$ cat src/rtl/motor_scheduler_if.sv
// motor_scheduler_if -- command handshake, motor outputs and position readback
// for motor_scheduler. The master side (controller or bench) issues commands.
// The slave side (the scheduler) drives the step/dir outputs and the status.
interface motor_scheduler_if;
  logic       cmd_valid;
  logic       cmd_ready;
  logic [2:0] cmd_motor;
  logic [9:0] cmd_value;
  logic       err;
  logic [5:0] step;
  logic [5:0] dir;
  logic       busy;
  logic [2:0] active_motor;
  logic       done;
  logic [2:0] done_motor;
  logic [2:0] rd_motor;
  logic [9:0] rd_pos;

  modport master (
    output cmd_valid, cmd_motor, cmd_value, rd_motor,
    input  cmd_ready, err, step, dir, busy, active_motor, done, done_motor, rd_pos
  );

  modport slave (
    input  cmd_valid, cmd_motor, cmd_value, rd_motor,
    output cmd_ready, err, step, dir, busy, active_motor, done, done_motor, rd_pos
  );
endinterface

$ cat src/rtl/motor_scheduler.sv
// motor_scheduler -- round-robin step/dir sequencer for six motors.
// Each motor has a 10-bit position, a target and a pending flag. One motor at
// a time is granted, and it is stepped one count at a time toward its target.
// Optional feature macro SCHED_ESTOP_EN adds an active-low emergency stop
// input estop_n. The stop kills stepping, drops all pending work, freezes the
// targets at the current positions and blocks new commands.
module motor_scheduler #(
  parameter int unsigned STEP_DIV = 4
) (
  input logic              clk,
  input logic              rst_n,
`ifdef SCHED_ESTOP_EN
  input logic              estop_n,
`endif
  motor_scheduler_if.slave bus
);

  localparam logic [2:0] ST_IDLE   = 3'd0;
  localparam logic [2:0] ST_SELECT = 3'd1;
  localparam logic [2:0] ST_LOAD   = 3'd2;
  localparam logic [2:0] ST_HIGH   = 3'd3;
  localparam logic [2:0] ST_LOW    = 3'd4;
  localparam logic [2:0] ST_DONE   = 3'd5;

  localparam logic [7:0] CNT_LAST  = 8'(STEP_DIV - 1);

  logic [2:0]       state_q, state_d;
  logic [7:0]       cnt_q, cnt_d;
  logic [2:0]       active_q, active_d;
  logic [2:0]       last_q, last_d;
  logic [5:0][9:0]  pos_q, pos_d;
  logic [5:0][9:0]  tgt_q, tgt_d;
  logic [5:0]       pending_q, pending_d;
  logic [5:0]       dir_q, dir_d;
  logic             err_q, err_d;

  logic             estop_act_s;
  logic             cmd_fire_s;
  logic             cmd_ok_s;
  logic             cnt_last_s;
  logic [2:0]       grant_s;
  logic [9:0]       apos_s;
  logic [9:0]       atgt_s;
  logic [5:0]       step_s;
  logic [9:0]       rd_pos_s;

`ifdef SCHED_ESTOP_EN
  assign estop_act_s = ~estop_n;
`else
  assign estop_act_s = 1'b0;
`endif

  // Round-robin pick: first requesting motor at or after (last + 1) mod 6.
  function automatic logic [2:0] rr_pick(input logic [5:0] req, input logic [2:0] last);
    logic [2:0] idx;
    logic [2:0] pick;
    logic       found;
    pick  = last;
    found = 1'b0;
    idx   = (last >= 3'd5) ? 3'd0 : last + 3'd1;
    for (int k = 0; k < 6; k++) begin
      if (!found && req[idx]) begin
        pick  = idx;
        found = 1'b1;
      end else begin
        found = found;
      end
      idx = (idx >= 3'd5) ? 3'd0 : idx + 3'd1;
    end
    return pick;
  endfunction

  assign cmd_fire_s = bus.cmd_valid & ~estop_act_s;
  assign cmd_ok_s   = (bus.cmd_motor <= 3'd5) && (bus.cmd_value <= 10'd999);
  assign cnt_last_s = (cnt_q == CNT_LAST);
  assign grant_s    = rr_pick(pending_q, last_q);
  assign apos_s     = pos_q[active_q];
  assign atgt_s     = tgt_q[active_q];

  // Sequencer: grant, load direction, time the high/low step phases.
  always_comb begin
    state_d  = state_q;
    cnt_d    = cnt_q;
    active_d = active_q;
    case (state_q)
      ST_IDLE: begin
        if (|pending_q) state_d = ST_SELECT;
        else            state_d = ST_IDLE;
      end
      ST_SELECT: begin
        if (|pending_q) begin
          active_d = grant_s;
          state_d  = ST_LOAD;
        end else begin
          state_d  = ST_IDLE;
        end
      end
      ST_LOAD: begin
        cnt_d = 8'd0;
        if (apos_s == atgt_s) state_d = ST_DONE;
        else                  state_d = ST_HIGH;
      end
      ST_HIGH: begin
        if (cnt_last_s) begin
          cnt_d   = 8'd0;
          state_d = ST_LOW;
        end else begin
          cnt_d   = cnt_q + 8'd1;
        end
      end
      ST_LOW: begin
        if (cnt_last_s) begin
          cnt_d   = 8'd0;
          state_d = ST_LOAD;
        end else begin
          cnt_d   = cnt_q + 8'd1;
        end
      end
      ST_DONE: state_d = ST_IDLE;
      default: state_d = ST_IDLE;
    endcase
    if (estop_act_s) begin
      state_d = ST_IDLE;
      cnt_d   = 8'd0;
    end else begin
      cnt_d   = cnt_d;
    end
  end

  // Motor bookkeeping: positions, targets, pending flags, direction, error.
  always_comb begin
    pos_d     = pos_q;
    tgt_d     = tgt_q;
    pending_d = pending_q;
    dir_d     = dir_q;
    last_d    = last_q;
    err_d     = 1'b0;
    // Direction is decided only in LOAD, so it stays put across HIGH and LOW.
    if (state_q == ST_LOAD) dir_d[active_q] = (atgt_s > apos_s);
    else                    dir_d = dir_q;
    // A step lands on the final HIGH cycle; LOAD guarantees it stays in range.
    if (state_q == ST_HIGH && cnt_last_s) begin
      if (dir_q[active_q]) pos_d[active_q] = apos_s + 10'd1;
      else                 pos_d[active_q] = apos_s - 10'd1;
    end else begin
      pos_d = pos_q;
    end
    if (state_q == ST_DONE) begin
      pending_d[active_q] = 1'b0;
      last_d              = active_q;
    end else begin
      last_d = last_q;
    end
    // Accepted command after the DONE clear, so a same-cycle re-issue wins.
    if (cmd_fire_s) begin
      if (cmd_ok_s) begin
        tgt_d[bus.cmd_motor]     = bus.cmd_value;
        pending_d[bus.cmd_motor] = 1'b1;
      end else begin
        err_d = 1'b1;
      end
    end else begin
      err_d = 1'b0;
    end
    if (estop_act_s) begin
      pending_d = 6'd0;
      tgt_d     = pos_q;
      pos_d     = pos_q;
    end else begin
      pending_d = pending_d;
    end
  end

  // State and datapath registers.
  always_ff @(posedge clk or negedge rst_n) begin
    if (!rst_n) begin
      state_q   <= ST_IDLE;
      cnt_q     <= 8'd0;
      active_q  <= 3'd0;
      last_q    <= 3'd0;
      pos_q     <= '0;
      tgt_q     <= '0;
      pending_q <= 6'd0;
      dir_q     <= 6'd0;
      err_q     <= 1'b0;
    end else begin
      state_q   <= state_d;
      cnt_q     <= cnt_d;
      active_q  <= active_d;
      last_q    <= last_d;
      pos_q     <= pos_d;
      tgt_q     <= tgt_d;
      pending_q <= pending_d;
      dir_q     <= dir_d;
      err_q     <= err_d;
    end
  end

  // Step pulse only for the granted motor while in HIGH, killed by estop.
  always_comb begin
    step_s = 6'd0;
    if (state_q == ST_HIGH && !estop_act_s) step_s[active_q] = 1'b1;
    else                                    step_s = 6'd0;
  end

  // Position readback; out-of-range motor index reads as zero.
  always_comb begin
    rd_pos_s = 10'd0;
    if (bus.rd_motor <= 3'd5) rd_pos_s = pos_q[bus.rd_motor];
    else                      rd_pos_s = 10'd0;
  end

  assign bus.cmd_ready    = ~estop_act_s;
  assign bus.err          = err_q;
  assign bus.step         = step_s;
  assign bus.dir          = dir_q;
  assign bus.busy         = (state_q != ST_IDLE);
  assign bus.active_motor = active_q;
  assign bus.done         = (state_q == ST_DONE) && !estop_act_s;
  assign bus.done_motor   = ((state_q == ST_DONE) && !estop_act_s) ? active_q : 3'd0;
  assign bus.rd_pos       = rd_pos_s;

endmodule
$ cat src/flat_wrapper.sv
// flat-port wrapper written by rule: the top's interface ports become plain ports
module motor_scheduler_flat 
#(
  parameter int unsigned STEP_DIV = 4
)
  (clk, rst_n, bus_cmd_valid, bus_cmd_motor, bus_cmd_value, bus_rd_motor, bus_cmd_ready, bus_err, bus_step, bus_dir, bus_busy, bus_active_motor, bus_done, bus_done_motor, bus_rd_pos);
  motor_scheduler_if bus_i ();
  input logic clk;
  input logic rst_n;
  input wire logic [$bits(bus_i.cmd_valid)-1:0] bus_cmd_valid;
  input wire logic [$bits(bus_i.cmd_motor)-1:0] bus_cmd_motor;
  input wire logic [$bits(bus_i.cmd_value)-1:0] bus_cmd_value;
  input wire logic [$bits(bus_i.rd_motor)-1:0] bus_rd_motor;
  output wire logic [$bits(bus_i.cmd_ready)-1:0] bus_cmd_ready;
  output wire logic [$bits(bus_i.err)-1:0] bus_err;
  output wire logic [$bits(bus_i.step)-1:0] bus_step;
  output wire logic [$bits(bus_i.dir)-1:0] bus_dir;
  output wire logic [$bits(bus_i.busy)-1:0] bus_busy;
  output wire logic [$bits(bus_i.active_motor)-1:0] bus_active_motor;
  output wire logic [$bits(bus_i.done)-1:0] bus_done;
  output wire logic [$bits(bus_i.done_motor)-1:0] bus_done_motor;
  output wire logic [$bits(bus_i.rd_pos)-1:0] bus_rd_pos;
  assign bus_i.cmd_valid = bus_cmd_valid;
  assign bus_i.cmd_motor = bus_cmd_motor;
  assign bus_i.cmd_value = bus_cmd_value;
  assign bus_i.rd_motor = bus_rd_motor;
  assign bus_cmd_ready = bus_i.cmd_ready;
  assign bus_err = bus_i.err;
  assign bus_step = bus_i.step;
  assign bus_dir = bus_i.dir;
  assign bus_busy = bus_i.busy;
  assign bus_active_motor = bus_i.active_motor;
  assign bus_done = bus_i.done;
  assign bus_done_motor = bus_i.done_motor;
  assign bus_rd_pos = bus_i.rd_pos;
  motor_scheduler #(.STEP_DIV(STEP_DIV)) u_core (.clk(clk), .rst_n(rst_n), .bus(bus_i));
endmodule
$ cat config.mk
export PLATFORM = sky130hd
export DESIGN_NAME = motor_scheduler_flat
export DESIGN_NICKNAME = d
export VERILOG_FILES = /design/src/rtl/motor_scheduler_if.sv /design/src/rtl/motor_scheduler.sv /design/src/flat_wrapper.sv
export SDC_FILE = /design/constraint.sdc
export NUM_CORES = 1
export LEC_CHECK = 0
export ABC_CLOCK_PERIOD_IN_PS = 4600
export CAP_MARGIN = 40
export CORE_MARGIN = 3
export CORE_UTILIZATION = 35
export CTS_CLUSTER_DIAMETER = 50
export DETAILED_ROUTE_END_ITERATION = 7
export PLACE_DENSITY_LB_ADDON = 0.08
export SLEW_MARGIN = 10
export SYNTH_ARGS = -nofsm -noshare
export SYNTH_HDL_FRONTEND = slang
export SYNTH_SLANG_ARGS = --single-unit
export TNS_END_PERCENT = 5
$ cat constraint.sdc
create_clock -name clk -period 4.6 [get_ports clk]
set_input_delay 0.46 -clock clk [delete_from_list [all_inputs] [get_ports clk]]
set_output_delay 0.46 -clock clk [all_outputs]
set_load 0.02 [all_outputs]
# After elaboration in Yosys (flattened, before gate mapping)
# Index checks and enable logic that the tools add are counted.
# W data, S select, Z words.
# word_totals
inputBits	19
output_inout_bits	32
register_bits	150
# classes
bitwise	3
n_reduce_logical	22
n_lt_le_gt_ge	21
n_eq_ne	9
add_sub_neg	9
muxes	66
# ops
op	count
$bwmux W60	3
$bmux W10 S3	3
$demux W10 S3	2
$mux W10	6
$mux W60	1
$mux W3	16
$lt A3 B4 Y1 const B	9
$mux W6	4
$bmux W1 S3	7
$add A3 B1 Y3 const B	6
$ge A3 B3 Y1 const B	6
$mux W1	17
$pmux W8 S2	1
$pmux W3 S5	1
$add A10 B1 Y10 const B	1
$eq A10 B10 Y1	1
$gt A10 B10 Y1	1
$le A10 B10 Y1 const B	1
$sub A10 B1 Y10 const B	1
$logic_and A1 B1 Y1	9
$add A8 B1 Y8 const B	1
$eq A8 B2 Y1 const B	1
$mux W8	1
$and A6 B6 Y6	1
18 further kinds	30

# Depth between registers and ports, before layout
# Gate-level depths: netlist of the first run.
# logic_depth
ltp_word	20
mapped_depth	19
ltp_nobuf	17

# Worst setup path before layout of the first run
# OpenSTA, ideal clock, no wires.
# synth_timing
kind	register to register
from	register u_core.last_q[1]
to	register u_core.active_q[0] (netlist: u_core.bus.active_motor[0])
setup_slack_ns	0.229
period_less_slack_ns	4.371
arrival_time_ns	4.276
n_path_buf	4
required_time_ns	4.505
path_stages_with_launch	20
cell_sequence	dfrtp_1 > buf_2 > inv_1 > ha_1 > buf_2 > o21bai_1 > a22o_1 > buf_2 > ha_1 > clkbuf_1 > nand2_1 > a2bb2oi_1 > ha_1 > nor2_1 > o31ai_1 > nand2_1 > a221o_1 > and4_1 > nand2b_1 > o31ai_1
# synth_between
elab_chain_len	20
word_cells_on_any_way	51
cone_classes	add/sub: 6; order compare: 6; mux: 29; reduce/logical: 10
# synth_rtl
item	line_no	rtl
start: declaration	motor_scheduler.sv:30	logic [2:0] last_q, last_d;
start signal: assignment	motor_scheduler.sv:190	last_q <= last_d;
$add A3 B1 Y3 or $ge A3 B3 Y1 (tied branches)	motor_scheduler.sv:60	idx = (last >= 3'd5) ? 3'd0 : last + 3'd1;
$mux W3 (*)	motor_scheduler.sv:60	
branches (longest 17 deep; another with $add A3 B1 Y3)	n/a	
$mux W3 (*)	motor_scheduler.sv:62	if (!found && req[idx]) begin
end signal: assignment	motor_scheduler.sv:189	active_q <= active_d;
end: declaration	motor_scheduler.sv:29	logic [2:0] active_q, active_d;
# Mark *: on every way between the ends. The select of a mux whose other input is x is not followed.
# A chain may end at the register's enable or synchronous reset.

# Worst setup path after layout of the first run
# layout_timing
from	register u_core.last_q[0]
to	register u_core.active_q[0] (netlist: u_core.bus.active_motor[0])
# layout_between
elab_chain_len	20
word_cells_on_any_way	51
cone_classes	add/sub: 6; order compare: 6; mux: 29; reduce/logical: 10
# layout_rtl
item	line_no
branches (longest 19 deep; another with $add A3 B1 Y3)	n/a
$mux W3 (*)	motor_scheduler.sv:62
# Marks and branches as above.

==> metrics.txt, run 1 <==
HPWL after DPL 17230 µm; Cells after Synth approximately 850; Routability Congestion a little over 0.8; critical path fanouts, max 18; worst skew pair latency around 0.43 ns; Inserted Diodes 0; Reg clk slew, reported paths 0.07 ns; area of the mapped netlist just under 9000 µm²; sequential fraction of the synthesis area 0.4288; Die X ~160 µm; share of layout cells above drive strength 1 0.2161; top cell type's share of synthesized area 0.4288; total grt overflow 0; Placed Cells 1199; highest metal used met4; Die Span Y approximately 160 µm; Core Area 24460 µm²; final hold viol count 0; worst setup path class flip-flop to flip-flop; Final Cycle Share 0.9155; Synth Warn # 0; first-pass GRT wire length 40740 µm; EDFF count, synth 0; post-synth net total roughly 900; Crit. End Element flip-flop; Nets between 900 and 1000; outcome completed; DIE AREA 26950 µm²; hold-fix buffers at CTS 0; Least-Margin Pin Slew roughly 0.80 ns; leading area contributor after synthesis dfrtp_1; WL met2 between 10000 and 15000 µm; headroom to the max-slew limit 0.4634; Final Skew 0.01600 ns; Post-synth top cells dfrtp_1, mux2_2, nand2_1, o21ai_0, a22oi_1; drt wl/cell roughly 21 µm; Hold Crit Class input pin to asynchronous set/reset pin; Total Wirelength 25730 µm; Syn Area/Cell 10.31 µm²; PwrDens 746.4 nW/µm²; Pwr Total 7.579 mW; io pins 51; IO buf count 49; WP data arrival around 4.5 ns; crit path launch type flip-flop; Max rail drop VDD 0.3161 mV; unrepaired setup endpoints after global routing no; register bit total from synthesis 150; Vias 7004; Area growth, synth to finish 15.98%; Area contributors post-synth dfrtp_1, mux2_2, a22oi_1, nand2_1, o21ai_0; Max clock buf depth 2; hold_ws 0.06258 ns; most frequent cell after synthesis dfrtp_1; ys async rst share 1.000; pin count of the biggest net entering global routing 67; final setup vio count 0; post-route ant nets 0; total CTS buffers 17; number of H-tree levels 4; Metal-1 WL between 10000 and 15000 µm; DRT iter0 DRCs 480; CTS tree yes; DRT Pass-1 Iters 5; DR vias/cell approximately 5.7; fin cells 1231; clock root buffer clkbuf_16; final slew viol count 0; routed wire length on met3 around 1200 µm; worst endpoint required time 4.93 ns; DRC errors left 0; clock sinks 150; vias in the first global route 6995; synth unique cells 79; Post-synth top flop dfrtp_1; f_max 237.5 MHz; initial core utilization 0.3579; Rows 57; max-cap violations 0; Tmin final approximately 4.2 ns; initial antenna violation count 0; setup TNS 0 ns; total track usage 0.1965; leakage power between 4 and 5 nW
## cell families after synthesis
| group | after synthesis | share of synthesized area |
|---|---|---|
| AOI/OAI and AO/OA | 220 | 0.1721 |
| xor gates and xnor gates | 14 | 0.01486 |
| adders and majority gates | 17 | 0.02430 |
| buffers and inverters | 80 | 0.04430 |
| DFF | 150 | 0.4288 |
| muxes | 125 | 0.1742 |
| other | 1 | 0.0004283 |
| and+or+nand+nor | 242 | 0.1411 |
## power breakdown
group	leakage, nW	internal, mW	switching [mW]
Sequential	1.92	1.72	0.379
Clock	0.262	0.723	0.636
Combinational	2.05	1.70	2.42
## layout by cell type, fill, tap and decap left out, types with 12 or more instances in the layout
cell type,count
dfrtp_1,150
mux2_2,86
nand2_1,77
o21ai_0,57
a22oi_1,48
clkdlybuf4s50_1,48
nor2_1,44
buf_4,30
inv_1,27
nand3_1,26
mux2i_1,26
a21oi_1,21
ha_1,17
clkbuf_16,17
o22ai_1,15
nor3_1,15
mux4_2,12
## state kept, by name (all words and copies together) (netlist names), named ones only
register and flops:
u_core.bus.active_motor 3, u_core.bus.dir 6, u_core.bus.err 1, u_core.cnt_q 8, u_core.last_q 3, u_core.pending_q 6
u_core.pos_q 54, u_core.state_q 3, u_core.tgt_q 60
## per-layer routing
layer	vias up	track usage
met2	195	0.3149
met1	3551	0.2819
met5	-	0
met3	22	0.02699
met4	0	0.04614
li1	3236	-
## worst max-delay path: stages (launching register included)
cell	delay (ns)
dfrtp_1	0.38
buf_4	0.20
ha_1	0.29
a211o_1	0.36
nand2_1	0.08
nand2_1	0.06
a21oi_1	0.19
ha_1	0.37
nand2_1	0.11
a2bb2oi_1	0.25
ha_1	0.30
nor2_1	0.20
o31ai_2	0.13
and3_1	0.22
a221o_1	0.27
and4_1	0.24
nand2b_1	0.17
o31ai_1	0.29
## final timing paths
check	to	start	cells after the start	slack (ns)
setup / recovery	u_core.bus.active_motor[0]	u_core.last_q[0]	17	0.39
hold / removal	u_core.last_q[1]	rst_n	1	0.06
setup reg to reg	u_core.bus.active_motor[0]	u_core.last_q[0]	17	0.39
hold reg to reg	u_core.tgt_q[10]	u_core.tgt_q[10]	1	0.51
max in group asynchronous	u_core.pos_q[52]	rst_n	2	3.48
min in group clk	u_core.tgt_q[10]	u_core.tgt_q[10]	1	0.51
## what timing repair did
item,CTS,global route
setup buffers,0,0
gates resized for setup,0,1
endpoints found under the setup margin,0,3
hold endpoints to repair,0,0
## layout make-up
class / instances / area, µm²
flip-flops and latches: 150 / 3754
inverters: 27 / 101.3
multi-input cells: 619 / 4618
clock inverters: 13 / 115.1
fillers: 2358 / 14310
clock buffers: 19 / 442.9
well taps: 324 / 405.4
repair buffers: 79 / 716.9
## through the flow
step / utilization / setup slack (ns) / cell area [µm²]
floorplan: - / 0.2287 / 8755
global placement: 0.3917 / 0.4687 / 9583
detailed placement: 0.3921 / 0.3940 / 9590
CTS: 0.4149 / 0.3023 / 10150
global route: 0.4151 / 0.03908 / 10150
finish: 0.4151 / 0.3886 / 10150
(Power assumes the default switching activity.)
==> run 2, diff against run 1 <==
- ABC_CLOCK_PERIOD_IN_PS: 4600 -> 4180
- CTS_BUF_LIST: default -> sky130_fd_sc_hd__clkbuf_8
- RECOVER_POWER: default -> 25
- clock period: 4.6 -> 4.18 ns (I/O delays scaled with it)
==> run 2 against run 1 <==
The run now ends with capacitance limit, slew limit left. Via count fell by 0.91%. Count of clock-buffer cells in the layout shrank 1. Non-clock buffer count rose by 7. Highest routed layer unchanged. Power grew 6.2%. Worst setup slack worse by 0.033 ns. Combinational power increased by 13%. Die area unchanged. Utilization fell by 0.46 points.
==> metrics.txt, run 2 (synthesis results as in run 1) <==
Rows 57 (unchanged); max-cap violations 1 (was 0); sequential power share 0.287 (was 0.277); DRT Pass-1 Iters 5 (unchanged); clock root buffer clkbuf_8 (was clkbuf_16); total grt overflow 0 (unchanged); Nets 937 (was 930); post-route ant nets 0 (unchanged); worst r2r src u_core.last_q[1] (was u_core.last_q[0]); leakage power 4.169 nW (was 4.226 nW); commonest non-fill, non-tap cell in the layout dfrtp_1 (unchanged); Max rail drop VDD 0.2376 mV (was 0.3161 mV); DR vias/cell 5.606 (was 5.690); number of H-tree levels 4 (unchanged); first-pass GRT wire length 40940 µm (was 40740 µm); WP data arrival 4.17 ns (was 4.54 ns); max reg flops 60 (unchanged); Vias 6940 (was 7004); outcome finished, violations left (was completed); initial core utilization 0.3579 (unchanged); Least-Margin Pin Slew 2.135 ns (was 0.8014 ns); Crit. End Element flip-flop (unchanged); final hold viol count 0 (unchanged); HPWL after DPL 17500 µm (was 17230 µm); Net Switching 3.706 mW (was 3.430 mW); Tmin final 3.824 ns (was 4.211 ns); worst skew pair latency 0.45 ns (was 0.43 ns); Final Cycle Share 0.9149 (was 0.9155); DRC errors left 0 (unchanged); pin count of the biggest net entering global routing 84 (was 67); r2r setup slk 0.36 ns (was 0.39 ns); final setup vio count 0 (unchanged); sw frac 0.4605 (was 0.4526); f_max 261.5 MHz (was 237.5 MHz); crit path from u_core.last_q[1] (was u_core.last_q[0]); fin cells 1238 (was 1231); clock sinks 150 (unchanged); Hold Crit Class flip-flop to flip-flop (was input pin to asynchronous set/reset pin); Area growth, synth to finish 14.71% (was 15.98%); worst setup path class flip-flop to flip-flop (unchanged); worst endpoint required time 4.53 ns (was 4.93 ns); total track usage 0.1985 (was 0.1965); final slew viol count 84 (was 0); Max clock buf depth 2 (unchanged); drt wl/cell 20.79 µm (was 20.90 µm); io pins 51 (unchanged); Clk pwr share 0.136 (was 0.179); DRT iter0 DRCs 481 (was 480); Int Power 4.342 mW (was 4.148 mW); IO buf count 49 (unchanged); crit path launch type flip-flop (unchanged); Inserted Diodes 0 (unchanged); Die Span Y 164.2 µm (unchanged); Hold Crit Start u_core.tgt_q[9]; Reg with most FFs u_core.tgt_q (unchanged); Pwr Total 8.047 mW (was 7.579 mW); Reg clk slew, reported paths 0.09 ns (was 0.07 ns); most frequent cells in the layout dfrtp_1, mux2_2, nand2_1 (unchanged); Core Area 24460 µm² (unchanged); Routability Congestion 0.8762 (was 0.8212); vias in the first global route 7053 (was 6995); headroom to the max-slew limit -0.4233 (was 0.4634); unrepaired setup endpoints after global routing no (unchanged); critical path fanouts, max 10 (was 18); share of layout cells above drive strength 1 0.2243 (was 0.2161); initial antenna violation count 0 (unchanged); Final Skew 0.01603 ns (was 0.01600 ns); setup TNS 0 ns (unchanged); CTS tree yes (unchanged); total CTS buffers 17 (unchanged); top flop regs u_core.tgt_q: 60 flops, u_core.pos_q: 54 flops, u_core.cnt_q: 8 flops (unchanged); DIE AREA 26950 µm² (unchanged); failing checks capacitance limit, slew limit; combinational share of power 0.577 (was 0.544); Placed Cells 1205 (was 1199); Total Wirelength 25740 µm (was 25730 µm); PwrDens 801.4 nW/µm² (was 746.4 nW/µm²); Die X 164.2 µm (unchanged)
==> run 2: layout make-up <==
cell class	instances	area (µm²)
tap	324	405.4
multi-input combinational	619	4648
sequential	150	3754
clock buffer	18	247.7
inverter	27	101.3
fill	2370	14420
timing repair buffer	86	759.5
clock inverter	14	126.4
==> run 2: worst paths after layout <==
| check | to | depth (start not counted) |
|---|---|---|
| worst max-delay path | u_core.bus.active_motor[0] | 16 |
| min in group asynchronous | u_core.bus.dir[2] | 2 |
| max in group asynchronous | u_core.tgt_q[26] | 3 |
| worst min-delay path | u_core.tgt_q[9] | 1 |
| worst max register to register | u_core.bus.active_motor[0] | 16 |
| worst min register to register | u_core.tgt_q[9] | 1 |
==> run 2: per-layer routing <==
layer | up-vias | GRT usage | wire length [µm]
met1 | 3500 | 0.2814 | 12000
li1 | 3232 | - | -
met3 | 26 | 0.03228 | 1021
met2 | 182 | 0.3166 | 12380
met5 | - | 0 | 0
met4 | 0 | 0.04998 | 340
==> run 2: critical path, cell delays in order (launching register included) <==
cell,delay (ns)
dfrtp_1,0.38
inv_1,0.07
ha_2,0.42
nand2b_1,0.19
nand2_1,0.11
a21oi_1,0.22
ha_1,0.29
buf_4,0.17
a2bb2oi_2,0.17
ha_1,0.30
nor2_4,0.15
o31ai_4,0.09
and3_1,0.19
a221o_1,0.27
and4_2,0.26
nand2b_1,0.16
o31ai_1,0.28
==> run 2: stage by stage <==
stage                       util  hold slack (ns)  worst slack, ns  cell area [µm²]
after detailed placement  0.3957           0.2842           0.2597             9679
after global placement    0.3946           0.4843           0.4107             9652
after CTS                 0.4114           0.3485           0.1983            10060
after global routing      0.4105           0.5207          0.02262            10040
final                     0.4105           0.5126           0.3558            10040
after floorplan                -           0.1224          0.03540             8770
==> run 2: power groups by stage <==
stage               clock network [mW]  registers [mW]  logic, mW
floorplan                            0            2.21       3.32
global placement                     0            2.31       4.50
detailed placement                   0            2.33       4.55
finish                            1.09            2.31       4.65
global route                      1.20            2.37       5.15
CTS                               1.13            2.30       4.57
==> run 2: what timing repair did <==
item                       CTS  global route
hold endpoints to repair    16             0
resized for setup            0             6
hold buffers                 1             0
setup endpoints to repair    0             2
setup buffers                0             0
==> run 3, diff against run 2 <==
- DONT_BUFFER_PORTS: default -> 1
==> run 3 against run 2 <==
The run still ends with capacitance limit, slew limit left. Combinational power down 6.9%. Sequential power hardly changed. Wire length is 0.88% lower. Hold slack got worse by 0.42 ns. Count of clock-buffer cells in the layout down 1. Flip-flop and latch count is the same. Non-clock buffer count fell by 55. Fmax fell by 2.1%. Largest cell class unchanged.
==> metrics.txt, run 3 (synthesis results as in run 1) <==
combinational share of power 0.543 (was 0.577); total track usage 0.1936 (was 0.1985); sequential power share 0.293 (was 0.287); leakage power 4.015 nW (was 4.169 nW); Layout Cell Area excl Fill 9597 µm² (was 10040 µm²); DRC errors left 0 (unchanged); Least-Margin Pin Slew 2.203 ns (was 2.135 ns); clock root buffer clkbuf_8 (unchanged); Routability Congestion 0.8577 (was 0.8762); initial core utilization 0.3579 (unchanged); clock sinks 150 (unchanged); f_max 256.0 MHz (was 261.5 MHz); initial antenna violation count 0 (unchanged); Int Power 4.279 mW (was 4.342 mW); Reg clk slew, reported paths 0.10 ns (was 0.09 ns); setup TNS 0 ns (unchanged); top flop regs u_core.tgt_q: 60 flops, u_core.pos_q: 54 flops, u_core.cnt_q: 8 flops (unchanged); Final Cycle Share 0.9345 (was 0.9149); io pins 51 (unchanged); Total Wirelength 25510 µm (was 25740 µm); most frequent cells in the layout dfrtp_1, mux2_2, nand2_1 (unchanged); first-pass GRT wire length 39720 µm (was 40940 µm); max reg flops 60 (unchanged); DIE AREA 26950 µm² (unchanged); IO buf count 0 (was 49); total grt overflow 0 (unchanged); Vias 6880 (was 6940); Net Switching 3.689 mW (was 3.706 mW); Area growth, synth to finish 9.618% (was 14.71%); register area 3754 µm² (unchanged); DRT Pass-1 Iters 7 (was 5); Nets 882 (was 937); drt wl/cell 21.55 µm (was 20.79 µm); met3 Usage GRT 0.04212 (was 0.03228); Hold Crit Class input pin to flip-flop (was flip-flop to flip-flop); number of H-tree levels 4 (unchanged); Final Skew 0.02029 ns (was 0.01603 ns); DRT iter0 DRCs 532 (was 481); pin count of the biggest net entering global routing 151 (was 84); vias in the first global route 6867 (was 7053); final hold viol count 0 (unchanged); CTS tree yes (unchanged); met2 usage 0.3142 (was 0.3166); failing checks capacitance limit, slew limit (unchanged); Die Span Y 164.2 µm (unchanged); # Post-CTS Setup Buffers 0 (unchanged); Clk pwr share 0.164 (was 0.136); worst skew pair latency 0.46 ns (was 0.45 ns); global routing's busiest layer met2 (unchanged); HPWL after DPL 16860 µm (was 17500 µm); headroom to the max-slew limit -0.4684 (was -0.4233); critical path fanouts, max 10 (unchanged); PwrDens 830.2 nW/µm² (was 801.4 nW/µm²); total CTS buffers 17 (unchanged); final setup vio count 0 (unchanged); final slew viol count 151 (was 84); outcome finished, violations left (unchanged); fillcell total 2392 (was 2370); worst setup path class flip-flop to flip-flop (unchanged); DR vias/cell 5.811 (was 5.606); Die X 164.2 µm (unchanged); r2r setup slk 0.27 ns (was 0.36 ns); Tmin final 3.906 ns (was 3.824 ns); commonest non-fill, non-tap cell in the layout dfrtp_1 (unchanged); met1 Resource Use GR 0.2631 (was 0.2814); sw frac 0.4630 (was 0.4605); WP data arrival 4.27 ns (was 4.17 ns); Crit. End Element flip-flop (unchanged); unrepaired setup endpoints after global routing no (unchanged); Max rail drop VDD 0.3110 mV (was 0.2376 mV); Area after DPL 9112 µm² (was 9679 µm²); max-cap violations 1 (unchanged); Rows 57 (unchanged); post-route ant nets 0 (unchanged); worst endpoint required time 4.54 ns (was 4.53 ns); Max clock buf depth 2 (unchanged); final core area utilization 0.3923 (was 0.4105); crit path launch type flip-flop (unchanged); Core Area 24460 µm² (unchanged); multi-input logic area 4638 µm² (was 4648 µm²); Reg with most FFs u_core.tgt_q (unchanged); share of layout cells above drive strength 1 0.2340 (was 0.2243)
[run 3: cell type report]
type,instances,share of cell area
clock buffers,17,0.02438
diodes,1,0.0002608
flip-flops and latches,150,0.3911
repair buffers,31,0.02451
clock inverters,15,0.02360
multi-input cells,619,0.4833
well taps,324,0.04224
inverters,27,0.01056
[run 3: per-layer routing]
layer  wire (µm)  up-vias
li1            -     3136
met2       12260      187
met5           0        -
met4         280        0
met1       11620     3532
met3        1353       25
[run 3: power groups by stage]
stage / sequential [mW] / combinational, mW / clock, mW
after floorplan: 2.21 / 3.32 / 0
after detailed placement: 2.36 / 4.27 / 0
after global routing: 2.40 / 4.80 / 1.42
after global placement: 2.34 / 4.21 / 0
final: 2.34 / 4.33 / 1.30
after CTS: 2.33 / 4.32 / 1.35
[run 3: critical path: stages, from the launching register on]
cell and delay [ns]:
dfrtp_1 0.39, inv_1 0.07, ha_2 0.42, nand2b_1 0.19, nand2_1 0.11, a21oi_1 0.23, ha_1 0.29, buf_4 0.17
a2bb2oi_2 0.17, ha_1 0.27, nor2_1 0.19, o31ai_2 0.13, and3_1 0.21, a221o_1 0.26, and4_2 0.26, nand2b_1 0.16
o31ai_1 0.28
[run 3: path summary, 6_finish.rpt]
kind                                  startpoint                    endpoint  cells past startpoint
worst max-delay path            u_core.last_q[1]  u_core.bus.active_motor[0]                     16
worst min-delay path               bus_cmd_valid              u_core.bus.err                      1
worst max register to register  u_core.last_q[1]  u_core.bus.active_motor[0]                     16
worst min register to register  u_core.pos_q[47]            u_core.pos_q[47]                      2
max in group asynchronous                  rst_n         u_core.pending_q[5]                      2
min in group asynchronous                  rst_n            u_core.last_q[1]                      2
[run 3: what timing repair did]
| item | CTS | global route |
|---|---|---|
| setup endpoints to repair | 0 | 2 |
| hold buffers | 2 | 0 |
| resized for setup | 0 | 2 |
| endpoints found under the hold margin | 150 | 0 |
[run 3: per-stage QoR]
stage / setup slack [ns] / std cells / hold WS (ns) / power (mW)
floorplan: 0.03540 / 849 / 0.1224 / 5.522
global placement: 0.4612 / 1148 / 0.1289 / 6.549
detailed placement: 0.2923 / 1149 / 0.1274 / 6.626
CTS: 0.2499 / 1183 / 0.05855 / 8.001
global route: 0.01270 / 1183 / 0.04980 / 8.613
finish: 0.2740 / 1184 / 0.09530 / 7.967
